`src/rtl/stage_id.sv`:
```
// Instruction decode stage: IF/ID pipeline register, 15-entry register file
// with write-through bypass, condition evaluation and control decode.
module stage_id #(
  parameter int unsigned NUM_REGS = 15
) (
  input  logic        clk,
  input  logic        rst,
  input  logic        freeze,
  input  logic        flush,
  input  logic [31:0] pc_in,
  input  logic [31:0] instruction_in,
  input  logic        wb_en,
  input  logic [3:0]  wb_dest,
  input  logic [31:0] wb_value,
  input  logic [3:0]  status,
  output logic [31:0] pc_out,
  output logic [31:0] rn_val,
  output logic [31:0] rm_val,
  output logic        wb_en_out,
  output logic        mem_r_en,
  output logic        mem_w_en,
  output logic        branch,
  output logic        s_out,
  output logic        imm,
  output logic [3:0]  exe_cmd,
  output logic [11:0] shift_operand,
  output logic [23:0] signed_imm_24,
  output logic [3:0]  dest,
  output logic [3:0]  src1,
  output logic [3:0]  src2,
  output logic        two_src
);

  localparam int unsigned DW = 32;
  localparam int unsigned RW = 4;

  // Data-processing opcodes (instr[24:21])
  localparam logic [3:0] OP_AND = 4'b0000;
  localparam logic [3:0] OP_EOR = 4'b0001;
  localparam logic [3:0] OP_SUB = 4'b0010;
  localparam logic [3:0] OP_ADD = 4'b0100;
  localparam logic [3:0] OP_ADC = 4'b0101;
  localparam logic [3:0] OP_SBC = 4'b0110;
  localparam logic [3:0] OP_TST = 4'b1000;
  localparam logic [3:0] OP_CMP = 4'b1010;
  localparam logic [3:0] OP_ORR = 4'b1100;
  localparam logic [3:0] OP_MOV = 4'b1101;
  localparam logic [3:0] OP_MVN = 4'b1111;

  // ALU commands
  localparam logic [3:0] EXE_NONE = 4'b0000;
  localparam logic [3:0] EXE_MOV  = 4'b0001;
  localparam logic [3:0] EXE_ADD  = 4'b0010;
  localparam logic [3:0] EXE_ADC  = 4'b0011;
  localparam logic [3:0] EXE_SUB  = 4'b0100;
  localparam logic [3:0] EXE_SBC  = 4'b0101;
  localparam logic [3:0] EXE_AND  = 4'b0110;
  localparam logic [3:0] EXE_ORR  = 4'b0111;
  localparam logic [3:0] EXE_EOR  = 4'b1000;
  localparam logic [3:0] EXE_MVN  = 4'b1001;

  logic [DW-1:0] pc_q;
  logic [DW-1:0] instr_q;
  logic          valid_q;
  logic [DW-1:0] rf [NUM_REGS];

  logic [3:0]    cond;
  logic [1:0]    mode;
  logic          i_bit;
  logic [3:0]    opcode;
  logic          s_bit;
  logic [RW-1:0] rn;
  logic [RW-1:0] rd;
  logic [RW-1:0] rm_idx;
  logic          wb_legal;
  logic          cond_ok;
  logic          exec_ok;

  logic [3:0]    cmd_d;
  logic          wb_d;
  logic          mr_d;
  logic          mw_d;
  logic          br_d;
  logic          s_d;

  // IF/ID register: flush beats freeze, freeze holds, otherwise capture
  always_ff @(posedge clk or negedge rst) begin
    if (!rst) begin
      pc_q    <= '0;
      instr_q <= '0;
      valid_q <= 1'b0;
    end else if (flush) begin
      instr_q <= '0;
      valid_q <= 1'b0;
    end else if (!freeze) begin
      pc_q    <= pc_in;
      instr_q <= instruction_in;
      valid_q <= 1'b1;
    end
  end

  assign wb_legal = wb_en && (32'(wb_dest) < NUM_REGS);

  // Register file: reset to R[i]=i; writes to R15 (PC) are dropped
  always_ff @(posedge clk or negedge rst) begin
    if (!rst) begin
      for (int i = 0; i < int'(NUM_REGS); i++) rf[i] <= DW'(i);
    end else if (wb_legal) begin
      rf[wb_dest] <= wb_value;
    end
  end

  assign cond   = instr_q[31:28];
  assign mode   = instr_q[27:26];
  assign i_bit  = instr_q[25];
  assign opcode = instr_q[24:21];
  assign s_bit  = instr_q[20];
  assign rn     = instr_q[19:16];
  assign rd     = instr_q[15:12];
  assign rm_idx = mw_d ? rd : instr_q[3:0];

  // Rn read with same-cycle write-through bypass
  always_comb begin
    rn_val = '0;
    if (rst && wb_legal && (rn == wb_dest)) rn_val = wb_value;
    else if (32'(rn) < NUM_REGS)            rn_val = rf[rn];
  end

  // Rm read (Rd for stores) with same-cycle write-through bypass
  always_comb begin
    rm_val = '0;
    if (rst && wb_legal && (rm_idx == wb_dest)) rm_val = wb_value;
    else if (32'(rm_idx) < NUM_REGS)            rm_val = rf[rm_idx];
  end

  // Condition code evaluation against NZCV
  always_comb begin
    cond_ok = 1'b0;
    case (cond)
      4'h0: cond_ok = status[2];
      4'h1: cond_ok = !status[2];
      4'h2: cond_ok = status[1];
      4'h3: cond_ok = !status[1];
      4'h4: cond_ok = status[3];
      4'h5: cond_ok = !status[3];
      4'h6: cond_ok = status[0];
      4'h7: cond_ok = !status[0];
      4'h8: cond_ok = status[1] && !status[2];
      4'h9: cond_ok = !status[1] || status[2];
      4'hA: cond_ok = (status[3] == status[0]);
      4'hB: cond_ok = (status[3] != status[0]);
      4'hC: cond_ok = !status[2] && (status[3] == status[0]);
      4'hD: cond_ok = status[2] || (status[3] != status[0]);
      4'hE: cond_ok = 1'b1;
      default: cond_ok = 1'b0;
    endcase
  end

  // Control decode by instruction class, before condition gating
  always_comb begin
    cmd_d = EXE_NONE;
    wb_d  = 1'b0;
    mr_d  = 1'b0;
    mw_d  = 1'b0;
    br_d  = 1'b0;
    s_d   = 1'b0;
    case (mode)
      2'b00: begin
        s_d  = s_bit;
        wb_d = 1'b1;
        case (opcode)
          OP_MOV: cmd_d = EXE_MOV;
          OP_MVN: cmd_d = EXE_MVN;
          OP_ADD: cmd_d = EXE_ADD;
          OP_ADC: cmd_d = EXE_ADC;
          OP_SUB: cmd_d = EXE_SUB;
          OP_SBC: cmd_d = EXE_SBC;
          OP_AND: cmd_d = EXE_AND;
          OP_ORR: cmd_d = EXE_ORR;
          OP_EOR: cmd_d = EXE_EOR;
          OP_CMP: begin cmd_d = EXE_SUB; wb_d = 1'b0; end
          OP_TST: begin cmd_d = EXE_AND; wb_d = 1'b0; end
          default: cmd_d = EXE_NONE;
        endcase
      end
      2'b01: begin
        cmd_d = EXE_ADD;
        if (s_bit) begin
          mr_d = 1'b1;
          wb_d = 1'b1;
        end else begin
          mw_d = 1'b1;
        end
      end
      2'b10: br_d = 1'b1;
      default: ;
    endcase
  end

  // Side-effecting controls are squashed for bubbles and failed conditions
  assign exec_ok   = valid_q && cond_ok;
  assign wb_en_out = wb_d && exec_ok;
  assign mem_r_en  = mr_d && exec_ok;
  assign mem_w_en  = mw_d && exec_ok;
  assign branch    = br_d && exec_ok;
  assign s_out     = s_d  && exec_ok;

  assign exe_cmd       = cmd_d;
  assign imm           = i_bit;
  assign dest          = rd;
  assign src1          = rn;
  assign src2          = rm_idx;
  assign two_src       = !i_bit || mw_d;
  assign shift_operand = instr_q[11:0];
  assign signed_imm_24 = instr_q[23:0];
  assign pc_out        = pc_q;

endmodule

```
`config.mk`:
```
export PLATFORM = sky130hd
export DESIGN_NAME = stage_id
export DESIGN_NICKNAME = d
export VERILOG_FILES = /design/src/rtl/stage_id.sv
export SDC_FILE = /design/constraint.sdc
export NUM_CORES = 1
export LEC_CHECK = 0
export CAP_MARGIN = 10
export CORE_AREA = 2 2 175 305
export CTS_BUF_LIST = sky130_fd_sc_hd__clkbuf_4 sky130_fd_sc_hd__clkbuf_8
export CTS_CLUSTER_SIZE = 25
export DETAILED_ROUTE_END_ITERATION = 12
export DIE_AREA = 0 0 177 307
export GPL_TIMING_DRIVEN = 0
export PLACE_DENSITY_LB_ADDON = 0.15
export SLEW_MARGIN = 10
export SYNTH_ARGS = -nofsm -noshare
export SYNTH_HDL_FRONTEND = slang
export SYNTH_SLANG_ARGS = --single-unit
```
`constraint.sdc`:
```
create_clock -name clk -period 9.3 [get_ports clk]
set_input_delay 1.86 -clock clk [delete_from_list [all_inputs] [get_ports clk]]
set_output_delay 1.86 -clock clk [all_outputs]
set_load 0.01 [all_outputs]
```
==> results of run 1 <==
==> final cells by class <==
| type | count | area share |
|---|---|---|
| Inverter | 40 | 0.00429 |
| Timing Repair Buffer | 269 | 0.0800 |
| Clock inverter | 10 | 0.00168 |
| Tap cell | 678 | 0.0242 |
| Multi-Input combinational cell | 1550 | 0.420 |
| Clock buffer | 120 | 0.0433 |
| Buffer | 269 | 0.0356 |
| Sequential cell | 545 | 0.391 |
| Antenna cell | 5 | 0.000357 |
==> power groups by stage <==
stage	Combinational [W]	Sequential (W)	Clock, W
final	0.00204	0.00333	0.00199
after global routing	0.00216	0.00338	0.00209
after CTS	0.00201	0.00330	0.00199
after detailed placement	0.00200	0.00334	0
after global placement	0.00193	0.00329	0
after floorplan	0.00126	0.00322	0
==> sequential cells by signal (all words and copies together), names as in the netlist <==
name and flops:
rf 480, pc_out 32, instr_q 32, valid_q 1
==> critical path: stages <==
cell and delay [ps]:
buf_8 610, buf_16 400, nand3_1 140, nor2_1 620, a41o_1 470, clkbuf_1 1000
o21ai_0 600, clkdlybuf4s50_1 620
==> through the flow <==
stage | util | instances | total power (W)
final | 0.672 | 3486 | 0.00736
after detailed placement | 0.641 | 3350 | 0.00535
after global placement | 0.637 | 3341 | 0.00523
after floorplan | - | 2404 | 0.00448
after CTS | 0.672 | 3480 | 0.00730
after global routing | 0.672 | 3484 | 0.00763
==> cells in the final DEF, fill, tap and decap left out, drive strengths merged, types with 3 or more instances in the layout <==
cell type	netlist	final
nor3	3	3
xnor2	8	8
mux4	143	143
o22ai	16	16
a32oi	72	72
buf	104	114
clkdlybuf4s50	0	258
nand3b	3	3
nand2	279	279
nand4	27	27
o21ai	121	121
nand2b	10	10
nor2b	7	7
mux2i	209	209
mux2	514	514
nand3	5	5
clkinv	0	7
dfstp	28	28
diode	0	5
nor2	53	53
a21oi	16	16
or3	4	4
clkbuf	165	286
o211ai	25	25
nor4	3	3
dfrtp	517	517
a311oi	8	8
inv	40	41
nor3b	3	3
==> how the worst max path moves through the flow <==
stage / from / endpoint / slack (ps)
after floorplan: status[3] / wb_en_out / 3990
after global placement: rst / rm_val[11] / -17060
after detailed placement: rst / rn_val[11] / 1180
after CTS: rst / rn_val[11] / 1160
after global routing: rst / rn_val[25] / 870
final: rst / rn_val[25] / 890
==> logic make-up (layout without fill, tap and decap cells) <==
logic type / count (synthesis) / in the layout / synth area share
mux: 866 / 866 / 0.374
flops: 545 / 545 / 0.460
simple gates: 404 / 404 / 0.0578
buf+inv: 309 / 708 / 0.0463
compound gates: 270 / 270 / 0.0598
xor+xnor: 10 / 10 / 0.00294
other cells: 0 / 5 / 0
==> routing by layer <==
layer / vias up / GRT usage / share of wire
met2: 1787 / 0.653 / 0.47
met1: 12000 / 0.466 / 0.32
met3: 665 / 0.117 / 0.11
met4: 4 / 0.382 / 0.11
met5: - / 0 / 0.00029
li1: 9472 / - / -
==> reports/metrics.yaml, run 1 <==
die:
  io_pins: 264
  die_w_microns: 177
  dieArea_sq_mm: 0.0543
  start_util: 0.571
  coreArea_sq_mm: 0.0521
  rows: 111
  die_y_microns: 307
clock_tree:
  root_buffer: "clkbuf_8"
  cts_made_buffers: 80
  clkLatencyLatePin_ps: 670
  cts.htree.levels: 3
  holdBufCountCts: 0
  cts_tree: "done"
  post_cts_buffers: 0
  cts_sinks: 545
  clk_path_buf_depth: 3
  clkTransAtPathRegs_ps: 60
  cts_resized: 0
place:
  placed_area_sq_mm: 0.0334
  io_buffers: 259
  place_ws_ps: 1180
  dp.final_hpwl_mm: 76.4
  gp_congestion: 0.973
status:
  violations: "capacitance limit, slew limit"
  outcome: "finished with violations"
logic_synthesis:
  synth_top_cell_area_share: 0.435
  yosys.cell_count.top_type: "dfrtp_1"
  yosysSeqAreaShare: 0.460
  ys_types: 53
  synth_area_leaders: "dfrtp_1 43%, mux2_2 19%, mux4_2 11%"
  synth_area_per_cell_sq_um: 12.4
  yosys.area.top_type: "dfrtp_1"
  syn_inst: 2404
  synth_ff_type: "dfrtp_1"
  ys_warn_count: 0
  syn-num-nets: 2513
  synthTopCellsByCount: "517 x dfrtp_1, 513 x mux2_2, 279 x nand2_1, 207 x mux2i_1, 165 x clkbuf_1"
  synthArstFlopShare: 1.00
  synth-edff-count: 0
  ys_ff_latch: 545
  syn_area_sq_mm: 0.0298
sta:
  whs_ps: 510
  fin_setup_tns_ps: 0
  max_clock_freq_mhz: 119
  rsz0062_at_grt: "false"
  final-setup-viol-count: 0
  tightest_slew_ps: 1550
  period_share: 0.904
  hold_violations: 0
  setup_ws_ps: 894
  slew_headroom: -0.0336
  fin_crit_ps: 8410
  skew_ps: 0
  slew_violations: 11
power_and_ir_drop:
  seqPwrFrac: 0.452
  p_sw_w: 0.00230
  ir_drop_mv: 0.151
  powerDensity_mw_per_mm2: 210
  p_comb_frac: 0.278
  pwr-share-clk: 0.270
  swShare: 0.313
  p_leak_nw: 14.1
  intPower_w: 0.00505
hold_path:
  hold_path_end: "pc_out[19]"
  hp-class: "flip-flop to flip-flop"
  whs_path_depth: 1
  hp-start: "pc_out[19]"
worst_setup_path:
  critPathMaxFanout: 107
  critical_path_required_ps: 7440
  cp-start-kind: "input port"
  arrival_ps: 6550
  r2r_slack_ps: 5670
  crit_type: "input port to output pin"
  endpoint_kind: "output pin"
  reg2regPathDepth: 5
  r2r-start: "instr_q[18]"
  reg2reg_to: "instr_q[18]"
cells_and_area:
  register_area_sq_mm: 0.0137
  final_area_sq_mm: 0.0350
  final_nets: 2864
  multi_input_area_sq_mm: 0.0147
  drive_above_1_share: 0.328
  fillers: 3993
  syn2layout_area_growth_pct: 17.6
drt:
  ant_nets: 0
  firstDrtPassIters: 5
  wirelength_mm: 112
  viasPerCell: 6.87
  detail_route.iter0.violations: 2892
  vias: 24000
  drcViolationCount: 0
  drt-wirelength-per-cell_microns: 32.2
grt:
  grt_pass1_vias: 25200
  grt_first_pass_wirelength_mm: 163
  overflow: 0
  antenna_found_initial: 5
  track_usage: 0.420
  grt_start_max_net_pins: 108
flow_run:
  maxCapViolCount: 1
No activity file was read; power rests on OpenSTA's default activity.
==> run 2: changes to the inputs <==
==> constraint.sdc (replaced) <==
create_clock -name clk -period 8.82 [get_ports clk]
set_input_delay 1.764 -clock clk [delete_from_list [all_inputs] [get_ports clk]]
set_output_delay 1.764 -clock clk [all_outputs]
set_load 0.01 [all_outputs]
==> results of run 2 <==
Same layout as run 1 (identical final DEF). Status: finished with violations: capacitance limit, slew limit.
Among the figures that moved: setup slack after placement 1180 ps -> 893 ps; setup slack after layout 894 ps -> 606 ps; register-to-register setup slack 5670 ps -> 5190 ps; total power 0.00736 W -> 0.00776 W; worst IR drop on VDD 0.151 mV -> 0.159 mV
